[config.mk]
export PLATFORM = sky130hd
export DESIGN_NAME = inst_fetcher_flat
export DESIGN_NICKNAME = d
export VERILOG_FILES = /design/src/rtl/inst_fetcher_pkg.sv /design/src/rtl/inst_fetcher_if.sv /design/src/rtl/inst_fetcher_branch_predictor.sv /design/src/rtl/inst_fetcher.sv /design/src/flat_wrapper.sv
export SDC_FILE = /design/constraint.sdc
export NUM_CORES = 2
export LEC_CHECK = 0
export BUFFER_PORTS_ARGS = -buffer_cell sky130_fd_sc_hd__buf_2
export CAP_MARGIN = 0
export CORE_ASPECT_RATIO = 2
export CORE_UTILIZATION = 33
export DETAILED_ROUTE_END_ITERATION = 7
export PLACE_DENSITY = 0.48
export SYNTH_ARGS = -nofsm -noshare
export SYNTH_HDL_FRONTEND = slang
export SYNTH_HIERARCHICAL = 1
export SYNTH_SLANG_ARGS = --single-unit
[constraint.sdc]
create_clock -name clk_in -period 8.6 [get_ports clk_in]
set_clock_uncertainty 0.15 [all_clocks]
set_input_delay 1.29 -clock clk_in [delete_from_list [all_inputs] [get_ports clk_in]]
set_output_delay 1.29 -clock clk_in [all_outputs]
set_load 0.02 [all_outputs]
[src/rtl/inst_fetcher_pkg.sv]
// Shared definitions for the fetch stage: opcode constants, BHT counter
// format and the fetch state encoding.
package inst_fetcher_pkg;

    // Major opcodes the decoder redirects on (JALR is left to the RoB).
    localparam logic [6:0] OPC_BRANCH = 7'b1100011;
    localparam logic [6:0] OPC_JAL    = 7'b1101111;
    localparam logic [6:0] OPC_JALR   = 7'b1100111;

    // 2-bit saturating counter; MSB is the taken prediction.
    localparam int unsigned     CNT_W   = 2;
    localparam logic [CNT_W-1:0] CNT_RST = 2'b01;
    localparam logic [CNT_W-1:0] CNT_MAX = 2'b11;
    localparam logic [CNT_W-1:0] CNT_MIN = 2'b00;

    typedef enum logic [1:0] {
        FETCH = 2'd0,
        HOLD  = 2'd1,
        DROP  = 2'd2
    } fetch_state_e;

    // Saturating increment on taken, decrement on not-taken.
    function automatic logic [CNT_W-1:0] cnt_update(
        input logic [CNT_W-1:0] cnt,
        input logic             taken
    );
        if (taken) begin
            return (cnt == CNT_MAX) ? cnt : CNT_W'(cnt + CNT_W'(1));
        end
        return (cnt == CNT_MIN) ? cnt : CNT_W'(cnt - CNT_W'(1));
    endfunction

endpackage

[src/rtl/inst_fetcher_if.sv]
// Fetch-stage bus: instruction-cache request/response and the decoder
// hand-off (buffered instruction, PC, prediction, consume/redirect).
//   master : fetch stage side
//   slave  : icache + decoder side
interface inst_fetcher_if;
    logic        icache_req;
    logic [31:0] icache_addr;
    logic        icache_valid;
    logic [31:0] icache_data;
    logic        fetch_ready;
    logic [31:0] inst;
    logic [31:0] pc;
    logic        pred_res;
    logic        issue_ready;
    logic        pc_change_flag;
    logic [31:0] pc_change;

    modport master (
        output icache_req, icache_addr, fetch_ready, inst, pc, pred_res,
        input  icache_valid, icache_data, issue_ready, pc_change_flag, pc_change
    );

    modport slave (
        input  icache_req, icache_addr, fetch_ready, inst, pc, pred_res,
        output icache_valid, icache_data, issue_ready, pc_change_flag, pc_change
    );
endinterface

[src/rtl/inst_fetcher_branch_predictor.sv]
// Branch history table of 2-bit saturating counters.
//   clk_in/rst_in   : clock, synchronous active-high reset (all counters -> weakly not-taken)
//   lookup_idx      : combinational read index; lookup_taken_c = counter MSB
//   upd_en/upd_idx/upd_taken : synchronous training port
// A read and an update of the same entry in one cycle returns the old value.
module inst_fetcher_branch_predictor
    import inst_fetcher_pkg::*;
#(
    parameter int unsigned BHT_BITS = 8
) (
    input  logic                clk_in,
    input  logic                rst_in,
    input  logic [BHT_BITS-1:0] lookup_idx,
    output logic                lookup_taken_c,
    input  logic                upd_en,
    input  logic [BHT_BITS-1:0] upd_idx,
    input  logic                upd_taken
);

    localparam int unsigned BHT_ENTRIES = 32'(1) << BHT_BITS;

    logic [CNT_W-1:0] bht_q [BHT_ENTRIES];
    logic [CNT_W-1:0] bht_d [BHT_ENTRIES];

    // Training: one counter moves per cycle.
    always_comb begin
        bht_d = bht_q;
        if (upd_en) begin
            bht_d[upd_idx] = cnt_update(bht_q[upd_idx], upd_taken);
        end
    end

    always_ff @(posedge clk_in) begin
        if (rst_in) begin
            for (int i = 0; i < int'(BHT_ENTRIES); i++) begin
                bht_q[i] <= CNT_RST;
            end
        end else begin
            bht_q <= bht_d;
        end
    end

    assign lookup_taken_c = bht_q[lookup_idx][CNT_W-1];

endmodule

[src/rtl/inst_fetcher.sv]
// Fetch stage: holds the fetch PC, issues single-outstanding icache requests,
// buffers one instruction for the decoder with its BHT prediction, follows
// decoder redirects and RoB flushes, and trains the BHT from RoB commits.
//   clk_in, rst_in (sync, active-high), rdy_in (global stall when low)
//   bus          : icache request/response and decoder hand-off
//   rob_clear*   : misprediction flush and corrected PC
//   rob_br_*     : resolved-branch training port
module inst_fetcher
    import inst_fetcher_pkg::*;
#(
    parameter logic [31:0] RESET_PC = 32'h0,
    parameter int unsigned BHT_BITS = 8
) (
    input  logic                  clk_in,
    input  logic                  rst_in,
    input  logic                  rdy_in,
    inst_fetcher_if.master        bus,
    input  logic                  rob_clear,
    input  logic [31:0]           rob_clear_pc,
    input  logic                  rob_br_valid,
    input  logic [31:0]           rob_br_pc,
    input  logic                  rob_br_taken
);

    fetch_state_e state_q, state_d;
    logic [31:0]  fetch_pc_q, fetch_pc_d;
    logic [31:0]  icache_addr_q, icache_addr_d;
    logic         icache_req_q, icache_req_d;
    logic         fetch_ready_q, fetch_ready_d;
    logic [31:0]  inst_q, inst_d;
    logic [31:0]  pc_q, pc_d;
    logic [31:0]  next_pc;
    logic         req_outstanding;
    logic         bht_taken_c;
    logic         unused_br_pc_bits;

    // Next state, request and buffer updates; nothing moves while rdy_in is low.
    always_comb begin
        state_d         = state_q;
        fetch_pc_d      = fetch_pc_q;
        icache_addr_d   = icache_addr_q;
        icache_req_d    = icache_req_q;
        fetch_ready_d   = fetch_ready_q;
        inst_d          = inst_q;
        pc_d            = pc_q;
        next_pc         = 32'(pc_q + 32'd4);
        req_outstanding = 1'b0;

        if (rdy_in) begin
            if (rob_clear) begin
                // A request still waiting on its response must be drained first.
                case (state_q)
                    FETCH:   req_outstanding = icache_req_q & ~bus.icache_valid;
                    DROP:    req_outstanding = ~bus.icache_valid;
                    default: req_outstanding = 1'b0;
                endcase
                fetch_ready_d = 1'b0;
                fetch_pc_d    = rob_clear_pc;
                if (req_outstanding) begin
                    state_d = DROP;
                end else begin
                    state_d       = FETCH;
                    icache_req_d  = 1'b1;
                    icache_addr_d = rob_clear_pc;
                end
            end else begin
                case (state_q)
                    FETCH: begin
                        icache_req_d  = 1'b1;
                        icache_addr_d = fetch_pc_q;
                        // req_q is low only in the first cycle after reset.
                        if (icache_req_q && bus.icache_valid) begin
                            inst_d        = bus.icache_data;
                            pc_d          = fetch_pc_q;
                            fetch_ready_d = 1'b1;
                            icache_req_d  = 1'b0;
                            state_d       = HOLD;
                        end
                    end
                    HOLD: begin
                        if (bus.issue_ready) begin
                            if (bus.pc_change_flag) begin
                                next_pc = bus.pc_change;
                            end
                            fetch_pc_d    = next_pc;
                            icache_addr_d = next_pc;
                            icache_req_d  = 1'b1;
                            fetch_ready_d = 1'b0;
                            state_d       = FETCH;
                        end
                    end
                    DROP: begin
                        // Orphaned response: discard and start the real fetch.
                        if (bus.icache_valid) begin
                            icache_addr_d = fetch_pc_q;
                            icache_req_d  = 1'b1;
                            state_d       = FETCH;
                        end
                    end
                    default: state_d = FETCH;
                endcase
            end
        end
    end

    always_ff @(posedge clk_in) begin
        if (rst_in) begin
            state_q       <= FETCH;
            fetch_pc_q    <= RESET_PC;
            icache_addr_q <= RESET_PC;
            icache_req_q  <= 1'b0;
            fetch_ready_q <= 1'b0;
            inst_q        <= 32'h0;
            pc_q          <= 32'h0;
        end else begin
            state_q       <= state_d;
            fetch_pc_q    <= fetch_pc_d;
            icache_addr_q <= icache_addr_d;
            icache_req_q  <= icache_req_d;
            fetch_ready_q <= fetch_ready_d;
            inst_q        <= inst_d;
            pc_q          <= pc_d;
        end
    end

    inst_fetcher_branch_predictor #(
        .BHT_BITS (BHT_BITS)
    ) u_bp (
        .clk_in         (clk_in),
        .rst_in         (rst_in),
        .lookup_idx     (pc_q[BHT_BITS+1:2]),
        .lookup_taken_c (bht_taken_c),
        .upd_en         (rdy_in & rob_br_valid),
        .upd_idx        (rob_br_pc[BHT_BITS+1:2]),
        .upd_taken      (rob_br_taken)
    );

    // Only the index bits of the training PC matter.
    assign unused_br_pc_bits = ^{rob_br_pc[31:BHT_BITS+2], rob_br_pc[1:0]};

    assign bus.icache_req  = icache_req_q;
    assign bus.icache_addr = icache_addr_q;
    assign bus.fetch_ready = fetch_ready_q;
    assign bus.inst        = inst_q;
    assign bus.pc          = pc_q;
    assign bus.pred_res    = fetch_ready_q & bht_taken_c;

endmodule

[src/flat_wrapper.sv]
// flat-port wrapper written by rule: the top's interface ports become plain ports
module inst_fetcher_flat import inst_fetcher_pkg::*;
#(
    parameter logic [31:0] RESET_PC = 32'h0,
    parameter int unsigned BHT_BITS = 8
)
  (clk_in, rst_in, rdy_in, rob_clear, rob_clear_pc, rob_br_valid, rob_br_pc, rob_br_taken, bus_icache_req, bus_icache_addr, bus_fetch_ready, bus_inst, bus_pc, bus_pred_res, bus_icache_valid, bus_icache_data, bus_issue_ready, bus_pc_change_flag, bus_pc_change);
  inst_fetcher_if bus_i ();
  input  logic clk_in;
  input  logic rst_in;
  input  logic rdy_in;
  input  logic rob_clear;
  input  logic [31:0] rob_clear_pc;
  input  logic rob_br_valid;
  input  logic [31:0] rob_br_pc;
  input  logic rob_br_taken;
  output wire logic [$bits(bus_i.icache_req)-1:0] bus_icache_req;
  output wire logic [$bits(bus_i.icache_addr)-1:0] bus_icache_addr;
  output wire logic [$bits(bus_i.fetch_ready)-1:0] bus_fetch_ready;
  output wire logic [$bits(bus_i.inst)-1:0] bus_inst;
  output wire logic [$bits(bus_i.pc)-1:0] bus_pc;
  output wire logic [$bits(bus_i.pred_res)-1:0] bus_pred_res;
  input wire logic [$bits(bus_i.icache_valid)-1:0] bus_icache_valid;
  input wire logic [$bits(bus_i.icache_data)-1:0] bus_icache_data;
  input wire logic [$bits(bus_i.issue_ready)-1:0] bus_issue_ready;
  input wire logic [$bits(bus_i.pc_change_flag)-1:0] bus_pc_change_flag;
  input wire logic [$bits(bus_i.pc_change)-1:0] bus_pc_change;
  assign bus_icache_req = bus_i.icache_req;
  assign bus_icache_addr = bus_i.icache_addr;
  assign bus_fetch_ready = bus_i.fetch_ready;
  assign bus_inst = bus_i.inst;
  assign bus_pc = bus_i.pc;
  assign bus_pred_res = bus_i.pred_res;
  assign bus_i.icache_valid = bus_icache_valid;
  assign bus_i.icache_data = bus_icache_data;
  assign bus_i.issue_ready = bus_issue_ready;
  assign bus_i.pc_change_flag = bus_pc_change_flag;
  assign bus_i.pc_change = bus_pc_change;
  inst_fetcher #(.RESET_PC(RESET_PC), .BHT_BITS(BHT_BITS)) u_core (.clk_in(clk_in), .rst_in(rst_in), .rdy_in(rdy_in), .bus(bus_i), .rob_clear(rob_clear), .rob_clear_pc(rob_clear_pc), .rob_br_valid(rob_br_valid), .rob_br_pc(rob_br_pc), .rob_br_taken(rob_br_taken));
endmodule
==> qor.yml <==
status: "finished, final reports clean"
path_cells: "buf_4 -> mux4_2 -> mux4_2 -> mux4_2 -> mux4_2 -> and2_1 -> buf_2"
synth.most_common_cell: "dfxtp_1"
clk_latency_ns: 0.69
ff2ff_path_depth: 8
arrival_ns: 4.80
grt_use_met3_pct: 3.76
root_buffer: "clkbuf_16"
initial_utilization_pct: 33.2
grt_max_degree: 259
syn_area_um2: 33900
cp_top_family: "multiplexers"
min_period_ns: 6.24
multi_input_area_um2: 19200
path_max_fanout: 40
regToRegSetupSlack_ns: 4.12
grtUsageMet1_pct: 26.4
ir_drop_mv: 0.184
worstPathRequired_ns: 7.16
synth_edf_count: 0
regToRegEndpoint: "u_core/u_bp/bht_q[362]"
crit_path_frequent_cell: "mux4_2"
hold_buffers: 0
async_flop_share_pct: 0
fill_cells: 10274
finalMaxSlewViolations: 0
slowest_stage: "dfxtp_4"
overflow: 0
path_buf_inv: 2
dr.pass1.iters: 6
path_clk_slew_ns: 0.07
synthTopCellsByArea: "dfxtp_1 38%, mux4_2 12%, a22oi_1 4.1%, nand2_1 4.0%, nor2_1 3.9%"
final_nets: 3873
fin_ws_ns: 2.36
cts_buffers: 60
whs_endpoint: "u_core/bus.icache_addr[30]"
grt_pass1_vias: 29691
busiest_layer: "met2"
setup.worst_path.start_class: "flip-flop"
crit_start: "u_core/bus.pc[3]"
finalSetupTns_ns: 0
min-delay-start: "u_core/bus.icache_addr[30]"
synth_seq_area_share_pct: 38.0
avgRoutedWirePerCell_um: 26.7
rsz0062_at_grt: "false"
cts_max_level: 2
io_pins: 236
rr_startpoint: "u_core/u_bp/bht_q[105]"
syn_inst: 3782
synth_cell_types: 79
syn-num-nets: 3923
criticalPathCategory: "reg2out"
routed_wl_mm: 137
gp_congestion: 0.852
syn_to_final_growth_pct: 11.7
slew_headroom_pct: 13.5
hold_depth: 2
viasPerCell: 5.99
hold_class: "reg2reg"
crit_path_end_kind: "output pin"
die_w_um: 229
core_area_um2: 102000
cts_tree: "built"
die_area_um2: 104000
yosys_register_bits: 644
grt_usage_pct: 25.7
power.total_w: 0.00663
post_cts_resized: 0
finalCritPeriodShare_pct: 72.6
yosys_warnings: 6
avgSynthCellArea_um2: 8.96
clockBufferDepth: 3
worst_pin_slew_ns: 1.29
dp_hpwl_mm: 88.9
fmax_mhz: 160
grt_pass1_wl_mm: 201
synth_flop_cell: "dfxtp_1"
port_buffers: 211
register_area_um2: 12900
max_stage_delay_ns: 0.88
drtIter0Drc: 2412
antenna_left: 0
num_vias: 30713
powerDensity_nw_per_um2: 175
rows: 166
grt_antenna_before_repair: 6
setup_violations: 0
synth_top_area_cell: "dfxtp_1"
synth_top_area_share_pct: 38.0
cts_sinks: 644
remaining_drc_errors: 0
grtUsageMet2_pct: 47.9
hold_violations: 0
place_ws_ns: 2.17
drive_gt1_share_pct: 16.8
synth_commonest_cells: "644 x dfxtp_1, 359 x nand2_1, 352 x nor2_1"
fp.dieH_um: 455
p_leak_nw: 12.3
drv_cap: 0
post_cts_buffers: 0
-- how the worst max path moves through the flow --
stage / to / slack, ns / cells past startpoint
floorplan: bus_pred_res / 3.52 / 7
global placement: u_core/u_bp/bht_q[358] / 2.20 / 11
detailed placement: u_core/u_bp/bht_q[362] / 2.17 / 11
CTS: bus_pred_res / 2.31 / 7
global route: bus_pred_res / 2.29 / 7
finish: bus_pred_res / 2.36 / 7
-- placed cells by master, fill, tap and decap left out, types with 9 or more instances in the layout --
cell	netlist	routed
nand2b_1	17	17
o21ai_0	168	168
a31oi_1	9	9
nand3b_1	137	137
mux2i_1	78	78
nand3_1	53	49
nand4_1	19	19
clkbuf_1	302	11
a22oi_1	183	183
a21oi_1	263	263
and3_1	14	14
clkbuf_16	0	61
o41ai_1	123	123
buf_4	19	92
nor2_1	352	343
a221oi_1	10	10
buf_2	59	208
o211ai_1	14	14
a211oi_1	141	141
dfxtp_1	644	641
mux4_2	184	184
nor2b_1	138	137
xnor2_1	14	14
inv_1	17	17
nand2_1	359	358
clkinv_2	0	9
a2111oi_0	9	9
clkbuf_8	0	17
o31ai_1	133	133
nor3_1	142	140
-- routing by layer --
metal / vias to the layer above / routed length (um) / part of all wire [%]
met3: 388 / 7160 / 5.2
met2: 1146 / 71500 / 52
met1: 15070 / 48200 / 35
met5: - / 50 / 0.037
met4: 8 / 9990 / 7.3
li1: 14101 / - / -
-- worst register-to-register path, cell delays in order, from the launching register on --
cell and delay (ns):
dfxtp_1 0.33, mux4_2 0.59, a22oi_1 0.54, nand4_1 0.25
nand3_1 0.30, a22o_1 0.25, maj3_4 0.87, buf_4 0.79
a22oi_1 0.23
-- cell type report --
type / instances / area share, %
Clock inverter: 20 / 0.641
Multi-Input combinational cell: 2698 / 50.8
Clock buffer: 89 / 4.76
Inverter: 18 / 0.178
Antenna cell: 2 / 0.0132
Tap cell: 1344 / 4.44
Timing Repair Buffer: 310 / 5.07
Sequential cell: 644 / 34.1
-- metrics by stage --
step / hold WS (ns) / util, % / std cells / area [um^2]
3_3_place_gp: 0.287 / 35.1 / 5014 / 35800
3_5_place_dp: 0.293 / 35.1 / 5014 / 35800
6_report: 0.300 / 37.1 / 5125 / 37900
2_1_floorplan: 0.288 / - / 3782 / 33900
5_1_grt: 0.320 / 37.1 / 5125 / 37900
4_1_cts: 0.301 / 37.1 / 5123 / 37900
-- sequential cells by signal, summed over array words and instances (netlist names) --
name                    cells
u_core/bus.fetch_ready      1
u_core/state_q              2
u_core/u_bp/bht_q         512
u_core/bus.pc              32
u_core/bus.inst            32
u_core/bus.icache_req       1
u_core/fetch_pc_q          32
u_core/bus.icache_addr     32
-- kinds of logic (layout without fill, tap and decap cells) --
group                    Yosys count  after routing  synth area share, %
XOR/XNOR                          22             22                0.568
flip-flops                       644            644                 38.0
multiplexers                     263            263                 14.6
adder cells (fa/ha/maj)            6              6                0.214
buffers and inverters            440            437                 5.57
AND/OR/NAND/NOR                 1290           1290                 18.7
other                              0              2                    0
AO/OA/AOI/OAI                   1117           1117                 22.3
-- power breakdown --
part | internal [W] | switching (W) | total [W]
logic | 0.000170 | 0.000540 | 0.000711
registers | 0.00301 | 0.0000213 | 0.00303
clock network | 0.00159 | 0.00129 | 0.00289
total | 0.00477 | 0.00186 | 0.00663
Note: power is estimated with default switching activity, not from simulation.
